$ cat src/rtl/stage_loader_pkg.sv
// Shared constants and FSM state encoding for the stage loader.
// Brick rows are ROW_W bits wide: BRICKS_PER_ROW fields of BRICK_W bits,
// brick 0 in the most significant field.
package stage_loader_pkg;

  localparam int BRICKS_PER_ROW = 10;
  localparam int BRICK_W        = 3;
  localparam int ROW_W          = 30;
  localparam int STAGE_ROWS     = 30;

  localparam logic [BRICK_W-1:0] BRICK_EMPTY = 3'b000;
  localparam logic [BRICK_W-1:0] BRICK_SOLID = 3'b111;

  // Loader FSM state type and encodings
  typedef logic [1:0] state_t;

  localparam state_t ST_IDLE  = 2'd0;
  localparam state_t ST_FETCH = 2'd1;
  localparam state_t ST_DRAIN = 2'd2;
  localparam state_t ST_DONE  = 2'd3;

endpackage

$ cat src/rtl/stage_loader_brick_row_counter.sv
// brick_row_counter: combinational count (0..10) of breakable bricks in one
// stage row. Empty (000) and solid (111) fields are not breakable.
module brick_row_counter
  import stage_loader_pkg::*;
(
  input  logic [ROW_W-1:0] row,
  output logic [3:0]       count
);

  logic [BRICKS_PER_ROW-1:0] breakable;

  genvar gi;
  generate
    for (gi = 0; gi < BRICKS_PER_ROW; gi++) begin : g_brick
      logic [BRICK_W-1:0] field;
      assign field         = row[ROW_W-1-gi*BRICK_W -: BRICK_W];
      assign breakable[gi] = (field != BRICK_EMPTY) && (field != BRICK_SOLID);
    end
  endgenerate

  // Population count of the per-brick breakable flags
  always_comb begin
    count = '0;
    for (int i = 0; i < BRICKS_PER_ROW; i++) begin
      count = count + 4'(breakable[i]);
    end
  end

endmodule

$ cat src/rtl/stage_loader.sv
// stage_loader: copies ROWS rows of a stage ROM into the brick map.
// One ROM read per cycle in FETCH; each row is written to the map the cycle
// after its read, so the last write lands in DRAIN. DONE pulses done.
// Optional macro STAGE_LOADER_COUNT_EN enables the breakable-brick counter;
// without it brick_count is tied to 0.
module stage_loader
  import stage_loader_pkg::*;
#(
  parameter int ROWS = STAGE_ROWS
) (
  input  logic             clock,
  input  logic             reset_n,
  input  logic             start,
  input  logic [1:0]       stage,
  output logic             rom_enable,
  output logic [1:0]       rom_stage,
  output logic [4:0]       rom_addr,
  input  logic [ROW_W-1:0] rom_data,
  output logic             map_we,
  output logic [4:0]       map_row,
  output logic [ROW_W-1:0] map_data,
  output logic             busy,
  output logic             done,
  output logic [8:0]       brick_count
);

  localparam logic [4:0] LAST_ADDR = 5'(ROWS - 1);

  state_t     state_reg;
  logic [4:0] addr_reg;
  logic [1:0] stage_reg;
  logic       map_we_reg;
  logic [4:0] map_row_reg;
  logic       accept;

  assign accept = (state_reg == ST_IDLE) && start;

  // FSM, ROM address sequencing and stage latch
  always_ff @(posedge clock or negedge reset_n) begin
    if (!reset_n) begin
      state_reg <= ST_IDLE;
      addr_reg  <= '0;
      stage_reg <= '0;
    end else begin
      case (state_reg)
        ST_IDLE: begin
          if (start) begin
            state_reg <= ST_FETCH;
            stage_reg <= stage;
            addr_reg  <= '0;
          end
        end
        ST_FETCH: begin
          if (addr_reg == LAST_ADDR) begin
            state_reg <= ST_DRAIN;
            addr_reg  <= '0;
          end else begin
            addr_reg <= addr_reg + 5'd1;
          end
        end
        ST_DRAIN: state_reg <= ST_DONE;
        ST_DONE:  state_reg <= ST_IDLE;
        default:  state_reg <= ST_IDLE;
      endcase
    end
  end

  // Map write strobe and row index trail the ROM read by one cycle
  always_ff @(posedge clock or negedge reset_n) begin
    if (!reset_n) begin
      map_we_reg  <= 1'b0;
      map_row_reg <= '0;
    end else begin
      map_we_reg  <= rom_enable;
      map_row_reg <= rom_enable ? rom_addr : 5'd0;
    end
  end

  assign rom_enable = (state_reg == ST_FETCH);
  assign rom_addr   = addr_reg;
  assign rom_stage  = stage_reg;
  assign map_we     = map_we_reg;
  assign map_row    = map_row_reg;
  // ROM data arrives exactly in the write cycle, so pass it straight through
  assign map_data   = map_we_reg ? rom_data : '0;
  assign busy       = (state_reg == ST_FETCH) || (state_reg == ST_DRAIN);
  assign done       = (state_reg == ST_DONE);

`ifdef STAGE_LOADER_COUNT_EN
  logic [3:0] row_count;
  logic [8:0] count_reg;

  brick_row_counter u_row_counter (
    .row   (rom_data),
    .count (row_count)
  );

  // Running breakable-brick total: cleared on accept, accumulated per write
  always_ff @(posedge clock or negedge reset_n) begin
    if (!reset_n) begin
      count_reg <= '0;
    end else if (accept) begin
      count_reg <= '0;
    end else if (map_we_reg) begin
      count_reg <= count_reg + 9'(row_count);
    end
  end

  assign brick_count = count_reg;
`else
  logic unused_accept;
  assign unused_accept = accept;
  assign brick_count   = '0;
`endif

endmodule
$ cat config.mk
export PLATFORM = sky130hd
export DESIGN_NAME = stage_loader
export DESIGN_NICKNAME = d
export VERILOG_FILES = /design/src/rtl/stage_loader_pkg.sv /design/src/rtl/stage_loader_brick_row_counter.sv /design/src/rtl/stage_loader.sv
export SDC_FILE = /design/constraint.sdc
export NUM_CORES = 1
export LEC_CHECK = 0
export BUFFER_PORTS_ARGS = -buffer_cell sky130_fd_sc_hd__buf_4
export CORE_MARGIN = 5
export CORE_UTILIZATION = 37
export DETAILED_ROUTE_END_ITERATION = 10
export PLACE_DENSITY = 0.77
export SLEW_MARGIN = 10
export SYNTH_ARGS = -nofsm -noshare
export SYNTH_HDL_FRONTEND = slang
export SYNTH_HIERARCHICAL = 1
export SYNTH_SLANG_ARGS = --single-unit
export TNS_END_PERCENT = 1
$ cat constraint.sdc
create_clock -name clock -period 2 [get_ports clock]
set_input_delay 0.1 -clock clock [delete_from_list [all_inputs] [get_ports clock]]
set_output_delay 0.1 -clock clock [all_outputs]
set_load 0.1 [all_outputs]
==> qor.csv, run 1 <==
stage;metric;value;unit
flow_run;Max Cap Violations;0;
floorplan;die area;3800;um^2
yosys;syn_area_per_cell;9.49;um^2
clocking;post-CTS setup buffer count;0;
yosys;post-synthesis compound-gate area fraction;7.48;%
floorplan;Initial Util;39.1;%
clocking;clock slew at reported path FFs;80;ps
worst_setup_path;critical path fanouts, max;15;
cells_and_area;Antenna diodes;0;
yosys;Yosys top cell by area;dfrtp_1;
clocking;CTS tree;yes;
global_routing;global-route wire length before repair;3.69;mm
placement;pre-CTS setup slack;274;ps
status;status;completed;
global_routing;Total GRT Usage;13.0;%
yosys;Syn Std Cell Area;987;um^2
routing;Initial DRC Count;43;
timing;post-layout minimum cycle time;1730;ps
timing;# setup viols final;0;
placement;port bufs;80;
yosys;dominant synthesized flop cell;dfrtp_1;
timing;RSZ-0062 raised after global routing;false;
routing;via/cell ratio;4.49;
yosys;largest cells by area after synthesis;dfrtp_1 38%, and2_1 22%, ha_1 7.6%;
floorplan;io pins;90;
routing;Post-DRT Antenna Nets;0;
timing;clk_skew;1.63;ps
yosys;top-count cell post-synth;and2_1;
cells_and_area;layout cells sized above 1;48.9;%
placement;HPWL Detailed;2.36;mm
worst_setup_path;CP required;2200;ps
clocking;CTS Root Cell;clkbuf_4;
global_routing;Remaining Overflow, GRT;0;
timing;WHS;46.3;ps
timing;Final Hold Viols;0;
global_routing;antenna violations before repair;0;
routing;DRC errors left;0;
routing;drt pass-1 iters;5;
clocking;H-tree depth;1;
yosys;mux cell area share after synthesis;4.82;%
min_path;Worst Hold Class;in -> reg;
yosys;Yosys cell types;27;
global_routing;largest net degree at the start of global routing;32;
worst_setup_path;Worst Setup End Kind;flip-flop;
yosys;post-synth top area share;38.0;%
timing;Worst-Margin Slew;594;ps
yosys;Synth top cells by count;35 x and2_1, 15 x dfrtp_1, 9 x buf_4;
min_path;Hold Startpoint;stage[1];
yosys;Yosys reg bits;15;
floorplan;Die Width;61.7;um
clocking;Skew-Pair Late Insertion Delay;280;ps
placement;DP Area;1570;um^2
yosys;Async SR Flop Fraction;100;%
timing;Worst slew margin;60.4;%
floorplan;core area;2520;um^2
clocking;TritonCTS sink count;15;
yosys;Synth Area in Adders;7.60;%
routing;wire length per cell;13.1;um
floorplan;DIE HEIGHT;61.7;um
yosys;XOR/XNOR Fraction of Synth Area;0;%
yosys;register area share after synthesis;38.0;%
worst_setup_path;Startpoint Class;flip-flop;
floorplan;Site Rows;18;
routing;vias post-DR;960;
clocking;CTS buffer count;3;
worst_setup_path;Critical Path AT;1930;ps
worst_setup_path;Critical Path Start;state_reg[1];
cells_and_area;Final #Nets;226;
worst_setup_path;worst flop-to-flop path startpoint;state_reg[1];
yosys;Post-Syn Instances;104;
clocking;Clock Tree Buf Depth;2;
timing;Fin Setup TNS;0;ps
placement;Placer Congestion;0.769;
timing;fin crit share;86.4;%
cells_and_area;area delta synth->final;62.5;%
cells_and_area;fin area;1600;um^2
yosys;simple-gate share of the synthesized area;30.7;%
timing;worst setup margin;273;ps
timing;Slew Limit Fails;0;
routing;routed wire length;2.80;mm
yosys;number of flops mapped to enable cells by yosys;0;
cells_and_area;Fillers;226;
yosys;Ys Warns;6;
worst_setup_path;Crit Path Category;reg -> reg;
timing;FMAX;0.579;GHz
yosys;main combinational cell family by area after synthesis;simple AND/OR/NAND/NOR gates;
global_routing;vias in the first global route;883;
worst max-delay path, cell delays in order (launching register included):
cell and delay [ps]:
dfrtp_1 420, inv_1 110, ha_2 320, mux2i_2 190, or4b_1 520, o21ai_0 90
kinds of logic after synthesis:
family	count (synthesis)
multiplexers	4
other	1
AND/OR/NAND/NOR	50
AO/OA/AOI/OAI	10
adder cells (fa/ha/maj)	6
buffers and inverters	18
flip-flops	15
cell type report:
| cell class | count | area [um^2] | area share (%) |
|---|---|---|---|
| Tap cell | 30 | 37.5 | 2.34 |
| Sequential cell | 15 | 375 | 23.4 |
| Clock buffer | 4 | 26.3 | 1.64 |
| Inverter | 5 | 18.8 | 1.17 |
| Timing Repair Buffer | 81 | 611 | 38.1 |
| Multi-Input combinational cell | 79 | 536 | 33.4 |
routing by layer:
layer | track usage (%) | wire [um]
met3 | 3.35 | 435
met4 | 5.45 | 38
met2 | 25.3 | 1410
met1 | 12.8 | 910
met5 | 0 | 0
final timing paths:
kind                                     end  slack, ps  depth (start not counted)
worst max-delay path             rom_addr[3]        270                          5
worst min-delay path            rom_stage[1]         50                          2
worst max register to register   rom_addr[3]        270                          5
worst min register to register  rom_stage[1]        510                          1
max in group asynchronous       state_reg[0]       1640                          2
min in group asynchronous       state_reg[1]        190                          2
cells in the final DEF, fill, tap and decap left out:
cell type / synthesis / routed
ha_2: 0 / 1
nand2b_1: 2 / 2
and3_1: 2 / 2
a22o_2: 1 / 1
conb_1: 1 / 9
and2_1: 35 / 35
nand4_1: 1 / 1
nor2_1: 1 / 1
mux2i_2: 1 / 1
nand3_1: 1 / 1
dlygate4sd3_1: 0 / 1
a2bb2oi_1: 2 / 2
or2_2: 1 / 1
nand4b_1: 1 / 1
dfrtp_1: 15 / 15
a31oi_1: 1 / 1
inv_1: 5 / 5
clkbuf_1: 3 / 1
o31ai_1: 1 / 1
o211ai_1: 1 / 1
o2111ai_1: 1 / 1
mux2_2: 3 / 3
o22ai_1: 1 / 1
ha_1: 6 / 5
o21ai_0: 2 / 2
clkbuf_4: 0 / 3
nand2_1: 5 / 5
or4b_1: 1 / 1
buf_4: 9 / 80
per-stage QoR:
step	util, %	std cells
floorplan	-	112
global placement	62.2	209
detailed placement	62.2	209
CTS	63.6	214
global route	63.6	214
finish	63.6	214
repair_timing:
action                    in CTS  in global routing
hold endpoints to repair      15                  0
gates resized for setup        0                  0
hold buffers                   1                  0
Power of run 1 is not shown: default switching activity piles up to over one toggle a cycle in this logic, so the estimate is an artifact.
==> run 2: changes to the inputs <==
--- a/config.mk
+++ b/config.mk
@@ -6,13 +6,14 @@
 export NUM_CORES = 1
 export LEC_CHECK = 0
 export BUFFER_PORTS_ARGS = -buffer_cell sky130_fd_sc_hd__buf_4
+export CELL_PAD_IN_SITES_DETAIL_PLACEMENT = 1
+export CELL_PAD_IN_SITES_GLOBAL_PLACEMENT = 2
 export CORE_MARGIN = 5
-export CORE_UTILIZATION = 37
+export CORE_UTILIZATION = 18
 export DETAILED_ROUTE_END_ITERATION = 10
-export PLACE_DENSITY = 0.77
+export PLACE_DENSITY = 0.75
 export SLEW_MARGIN = 10
 export SYNTH_ARGS = -nofsm -noshare
 export SYNTH_HDL_FRONTEND = slang
-export SYNTH_HIERARCHICAL = 1
 export SYNTH_SLANG_ARGS = --single-unit
 export TNS_END_PERCENT = 1
==> qor.csv, run 2 <==
stage;metric;value;unit
status;status;completed;
routing;drt pass-1 iters;3;
yosys;number of flops mapped to enable cells by yosys;0;
worst_setup_path;cells on worst reg2reg path;5;
clocking;CTS tree;yes;
timing;WHS;91.1;ps
yosys;largest cells by area after synthesis;dfrtp_1 38%, and2_1 22%, ha_1 7.6%;
placement;Placer Congestion;0.772;
floorplan;die area;7070;um^2
routing;wire length per cell;12.1;um
placement;port bufs;80;
routing;vias post-DR;971;
worst_setup_path;CP Buf/Inv Count;1;
cells_and_area;most common cell after layout, fill and taps aside;buf_4;
yosys;Post-Syn Instances;104;
routing;DRC errors left;0;
routing;via/cell ratio;3.78;
routing;routed wire length;3.11;mm
cells_and_area;Antenna diodes;0;
clocking;clock slew at reported path FFs;60;ps
clocking;TritonCTS sink count;15;
floorplan;io pins;90;
global_routing;largest net degree at the start of global routing;32;
yosys;Yosys top cell by area;dfrtp_1;
clocking;Clock Tree Buf Depth;2;
flow_run;Max Cap Violations;0;
placement;HPWL Detailed;2.55;mm
yosys;Syn Std Cell Area;987;um^2
yosys;simple-gate share of the synthesized area;30.7;%
cells_and_area;most frequent cells in the layout;81 x buf_4, 35 x and2_1, 15 x dfrtp_1, 9 x conb_1;
yosys;syn_area_per_cell;9.49;um^2
floorplan;Site Rows;27;
cells_and_area;Fillers;648;
worst_setup_path;CP Depth;5;
global_routing;Remaining Overflow, GRT;0;
yosys;mux cell area share after synthesis;4.82;%
timing;worst setup margin;270;ps
worst_setup_path;Max stage delay on crit path;530;ps
global_routing;global-route wire length before repair;4.85;mm
yosys;register area share after synthesis;38.0;%
yosys;top-count cell post-synth;and2_1;
cells_and_area;layout cells sized above 1;49.2;%
floorplan;DIE HEIGHT;84.1;um
yosys;Yosys cell types;27;
timing;Slew Limit Fails;0;
worst_setup_path;CP delay by family, top;simple AND/OR/NAND/NOR gates;
clocking;Skew-Pair Late Insertion Delay;240;ps
worst_setup_path;Startpoint Class;flip-flop;
routing;Post-DRT Antenna Nets;0;
yosys;dominant synthesized flop cell;dfrtp_1;
cells_and_area;area delta synth->final;70.5;%
timing;clk_skew;1.55;ps
min_path;Worst Hold Class;in -> reg;
yosys;XOR/XNOR Fraction of Synth Area;0;%
worst_setup_path;Worst Setup End Kind;flip-flop;
global_routing;antenna violations before repair;0;
worst_setup_path;CP required;2170;ps
clocking;post-CTS setup buffer count;0;
min_path;Hold Path Depth;2;
yosys;main combinational cell family by area after synthesis;simple AND/OR/NAND/NOR gates;
worst_setup_path;Critical Path AT;1900;ps
clocking;CTS Root Cell;clkbuf_8;
placement;pre-CTS setup slack;285;ps
timing;fin crit share;86.5;%
routing;Initial DRC Count;11;
worst_setup_path;Max stage delay cell, worst path;or4b_1;
yosys;post-synth top area share;38.0;%
yosys;Synth Area in Adders;7.60;%
timing;RSZ-0062 raised after global routing;false;
timing;# setup viols final;0;
cells_and_area;FF+latch area;375;um^2
worst_setup_path;Crit Path Category;reg -> reg;
floorplan;Initial Util;18.3;%
floorplan;Die Width;84.1;um
worst_setup_path;critical path fanouts, max;15;
global_routing;Total GRT Usage;8.39;%
global_routing;vias in the first global route;988;
yosys;Async SR Flop Fraction;100;%
timing;Final Hold Viols;0;
floorplan;core area;5410;um^2
cells_and_area;Final #Nets;227;
clocking;H-tree depth;1;
yosys;Synth top cells by count;35 x and2_1, 15 x dfrtp_1, 9 x buf_4;
clocking;post-cts sizing count;0;
yosys;Yosys reg bits;15;
cells_and_area;multi-input logic area;536;um^2
yosys;Ys Warns;0;
timing;FMAX;0.578;GHz
worst_setup_path;cells along the critical path;inv_1 -> ha_2 -> mux2i_2 -> or4b_1 -> o21ai_0;
yosys;post-synthesis compound-gate area fraction;7.48;%
clocking;CTS buffer count;3;
timing;post-layout minimum cycle time;1730;ps
[run 2: layer usage]
metal	up-vias	share of wire, %	global-route usage (%)
li1	479	-	-
met1	440	42	9.61
met2	50	48	14.2
met3	2	9.7	3.06
met4	0	0.61	3.07
met5	-	0	0
[run 2: final timing paths]
kind | from | end | slack (ps)
min in group asynchronous | reset_n | map_row[0] | 250
min | stage[1] | rom_stage[1] | 90
max reg2reg | state_reg[1] | rom_addr[3] | 270
max | state_reg[1] | rom_addr[3] | 270
min reg2reg | rom_stage[1] | rom_stage[1] | 520
max in group asynchronous | reset_n | rom_stage[1] | 1580
[run 2: cell families after synthesis]
logic type / after synthesis
AO/OA/AOI/OAI: 10
AND/OR/NAND/NOR: 50
buffers and inverters: 18
other: 1
flip-flops: 15
multiplexers: 4
adder cells (fa/ha/maj): 6
[run 2: cell type report]
class	instances	share of cell area (%)
timing repair buffer	82	36.7
multi-input combinational	79	31.8
sequential	15	22.3
tap	72	5.35
clock buffer	4	2.68
inverter	5	1.12
[run 2: through the flow]
step / instances / setup TNS [ps] / util [%] / instance area, um^2
floorplan: 112 / -2150 / - / 1020
global placement: 252 / 0 / 30.1 / 1630
detailed placement: 252 / 0 / 30.1 / 1630
CTS: 257 / 0 / 31.1 / 1680
global route: 257 / 0 / 31.1 / 1680
finish: 257 / 0 / 31.1 / 1680
[run 2: repair_timing]
action | CTS | global route
setup endpoints to repair | 0 | 0
endpoints found under the hold margin | 15 | 0
hold buffers | 1 | 0
Power of run 2 is left out for the same reason.
==> run 3: changes to the inputs <==
--- a/config.mk
+++ b/config.mk
@@ -5,7 +5,7 @@
 export SDC_FILE = /design/constraint.sdc
 export NUM_CORES = 1
 export LEC_CHECK = 0
-export BUFFER_PORTS_ARGS = -buffer_cell sky130_fd_sc_hd__buf_4
+export BUFFER_PORTS_ARGS = -buffer_cell sky130_fd_sc_hd__buf_2
 export CELL_PAD_IN_SITES_DETAIL_PLACEMENT = 1
 export CELL_PAD_IN_SITES_GLOBAL_PLACEMENT = 2
 export CORE_MARGIN = 5
==> qor.csv, run 3 (synthesis gave the netlist of run 2 again) <==
stage;metric;value;unit
status;status;completed;
routing;DRC errors left;0;
clocking;CTS Root Cell;clkbuf_8;
floorplan;Die Width;84.1;um
cells_and_area;Final #Nets;227;
timing;post-layout minimum cycle time;1730;ps
min_path;Worst Hold Class;in -> reg;
worst_setup_path;Crit Path Category;reg -> reg;
floorplan;io pins;90;
timing;worst setup margin;267;ps
timing;FMAX;0.577;GHz
cells_and_area;most common cell after layout, fill and taps aside;buf_2;
floorplan;Site Rows;27;
global_routing;global-route wire length before repair;4.67;mm
routing;via/cell ratio;3.80;
cells_and_area;Antenna diodes;0;
worst_setup_path;CP required;2170;ps
cells_and_area;most frequent cells in the layout;80 x buf_2, 35 x and2_1, 15 x dfrtp_1, 9 x conb_1;
clocking;TritonCTS sink count;15;
placement;dpl cells;252;
routing;wire length per cell;11.1;um
clocking;post-cts sizing count;0;
routing;drt pass-1 iters;4;
routing;Initial DRC Count;14;
timing;Fin Setup TNS;0;ps
clocking;Skew-Pair Late Insertion Delay;240;ps
global_routing;vias in the first global route;958;
placement;HPWL Detailed;2.40;mm
floorplan;die area;7070;um^2
floorplan;DIE HEIGHT;84.1;um
cells_and_area;layout cells sized above 1;49.7;%
timing;Slew Limit Fails;0;
cells_and_area;Final Non-Filler Cells;257;
worst_setup_path;Worst Setup End Kind;flip-flop;
cells_and_area;area delta synth->final;50.3;%
placement;pre-CTS setup slack;263;ps
timing;clk_skew;1.24;ps
routing;vias post-DR;977;
flow_run;Max Cap Violations;0;
clocking;Clock Tree Buf Depth;2;
floorplan;Initial Util;18.3;%
clocking;CTS buffer count;3;
timing;RSZ-0062 raised after global routing;false;
worst_setup_path;critical path fanouts, max;15;
placement;Placer Congestion;0.777;
global_routing;Remaining Overflow, GRT;0;
global_routing;Total GRT Usage;7.89;%
timing;fin crit share;86.6;%
clocking;H-tree depth;1;
placement;port bufs;80;
routing;Post-DRT Antenna Nets;0;
routing;routed wire length;2.85;mm
timing;Final Hold Viols;0;
global_routing;largest net degree at the start of global routing;32;
clocking;clock slew at reported path FFs;60;ps
floorplan;core area;5410;um^2
global_routing;antenna violations before repair;0;
timing;# setup viols final;0;
clocking;CTS tree;yes;
worst_setup_path;Critical Path AT;1900;ps
worst_setup_path;Startpoint Class;flip-flop;
run 3: cell count changes in the layout (fill, tap and decap cells not counted), sizes merged:
| cell | previous run | this run |
|---|---|---|
| clkinv | 0 | 1 |
| clkbuf | 4 | 3 |
run 3: layer usage:
metal  vias up  routed length [um]  global-route usage, %
li1        481                   -                      -
met2        52                1360                   13.8
met3         4                 337                   3.16
met4         0                  25                   2.19
met1       440                1130                   8.79
met5         -                   0                      0
run 3: timing repair:
| action | CTS | global route |
|---|---|---|
| setup buffers | 0 | 0 |
| endpoints found under the setup margin | 0 | 0 |
| hold buffers | 1 | 0 |
| hold endpoints to repair | 15 | 0 |
run 3: final timing paths:
check                                  start            to  slack (ps)  cells after the start
worst max-delay path            state_reg[1]   rom_addr[3]         270                      5
max in group asynchronous            reset_n   rom_addr[3]        1450                      2
worst min-delay path                stage[0]  rom_stage[0]          80                      2
worst min register to register  rom_stage[0]  rom_stage[0]         500                      1
min in group asynchronous            reset_n  state_reg[1]         300                      2
worst max register to register  state_reg[1]   rom_addr[3]         270                      5
run 3: worst max-delay path, stage by stage (launching register included):
cell     delay [ps]
dfrtp_1         410
inv_1            90
ha_2            340
mux2i_2         200
or4b_1          530
o21ai_0          80
run 3: final cells by class:
class / count / area [um^2]
inverter: 5 / 18.8
sequential: 15 / 375
tap: 72 / 90.1
multi-input combinational: 79 / 536
timing repair buffer: 82 / 418
clock inverter: 1 / 5.00
fill: 689 / 3920
clock buffer: 3 / 41.3
run 3: per-stage QoR:
step	area [um^2]	hold WS (ps)	util (%)
global placement	1430	30.2	26.4
global route	1480	80.6	27.5
floorplan	1020	-196	-
detailed placement	1430	33.5	26.4
CTS	1480	83.0	27.5
finish	1480	83.3	27.5
Power of run 3 is left out for the same reason.
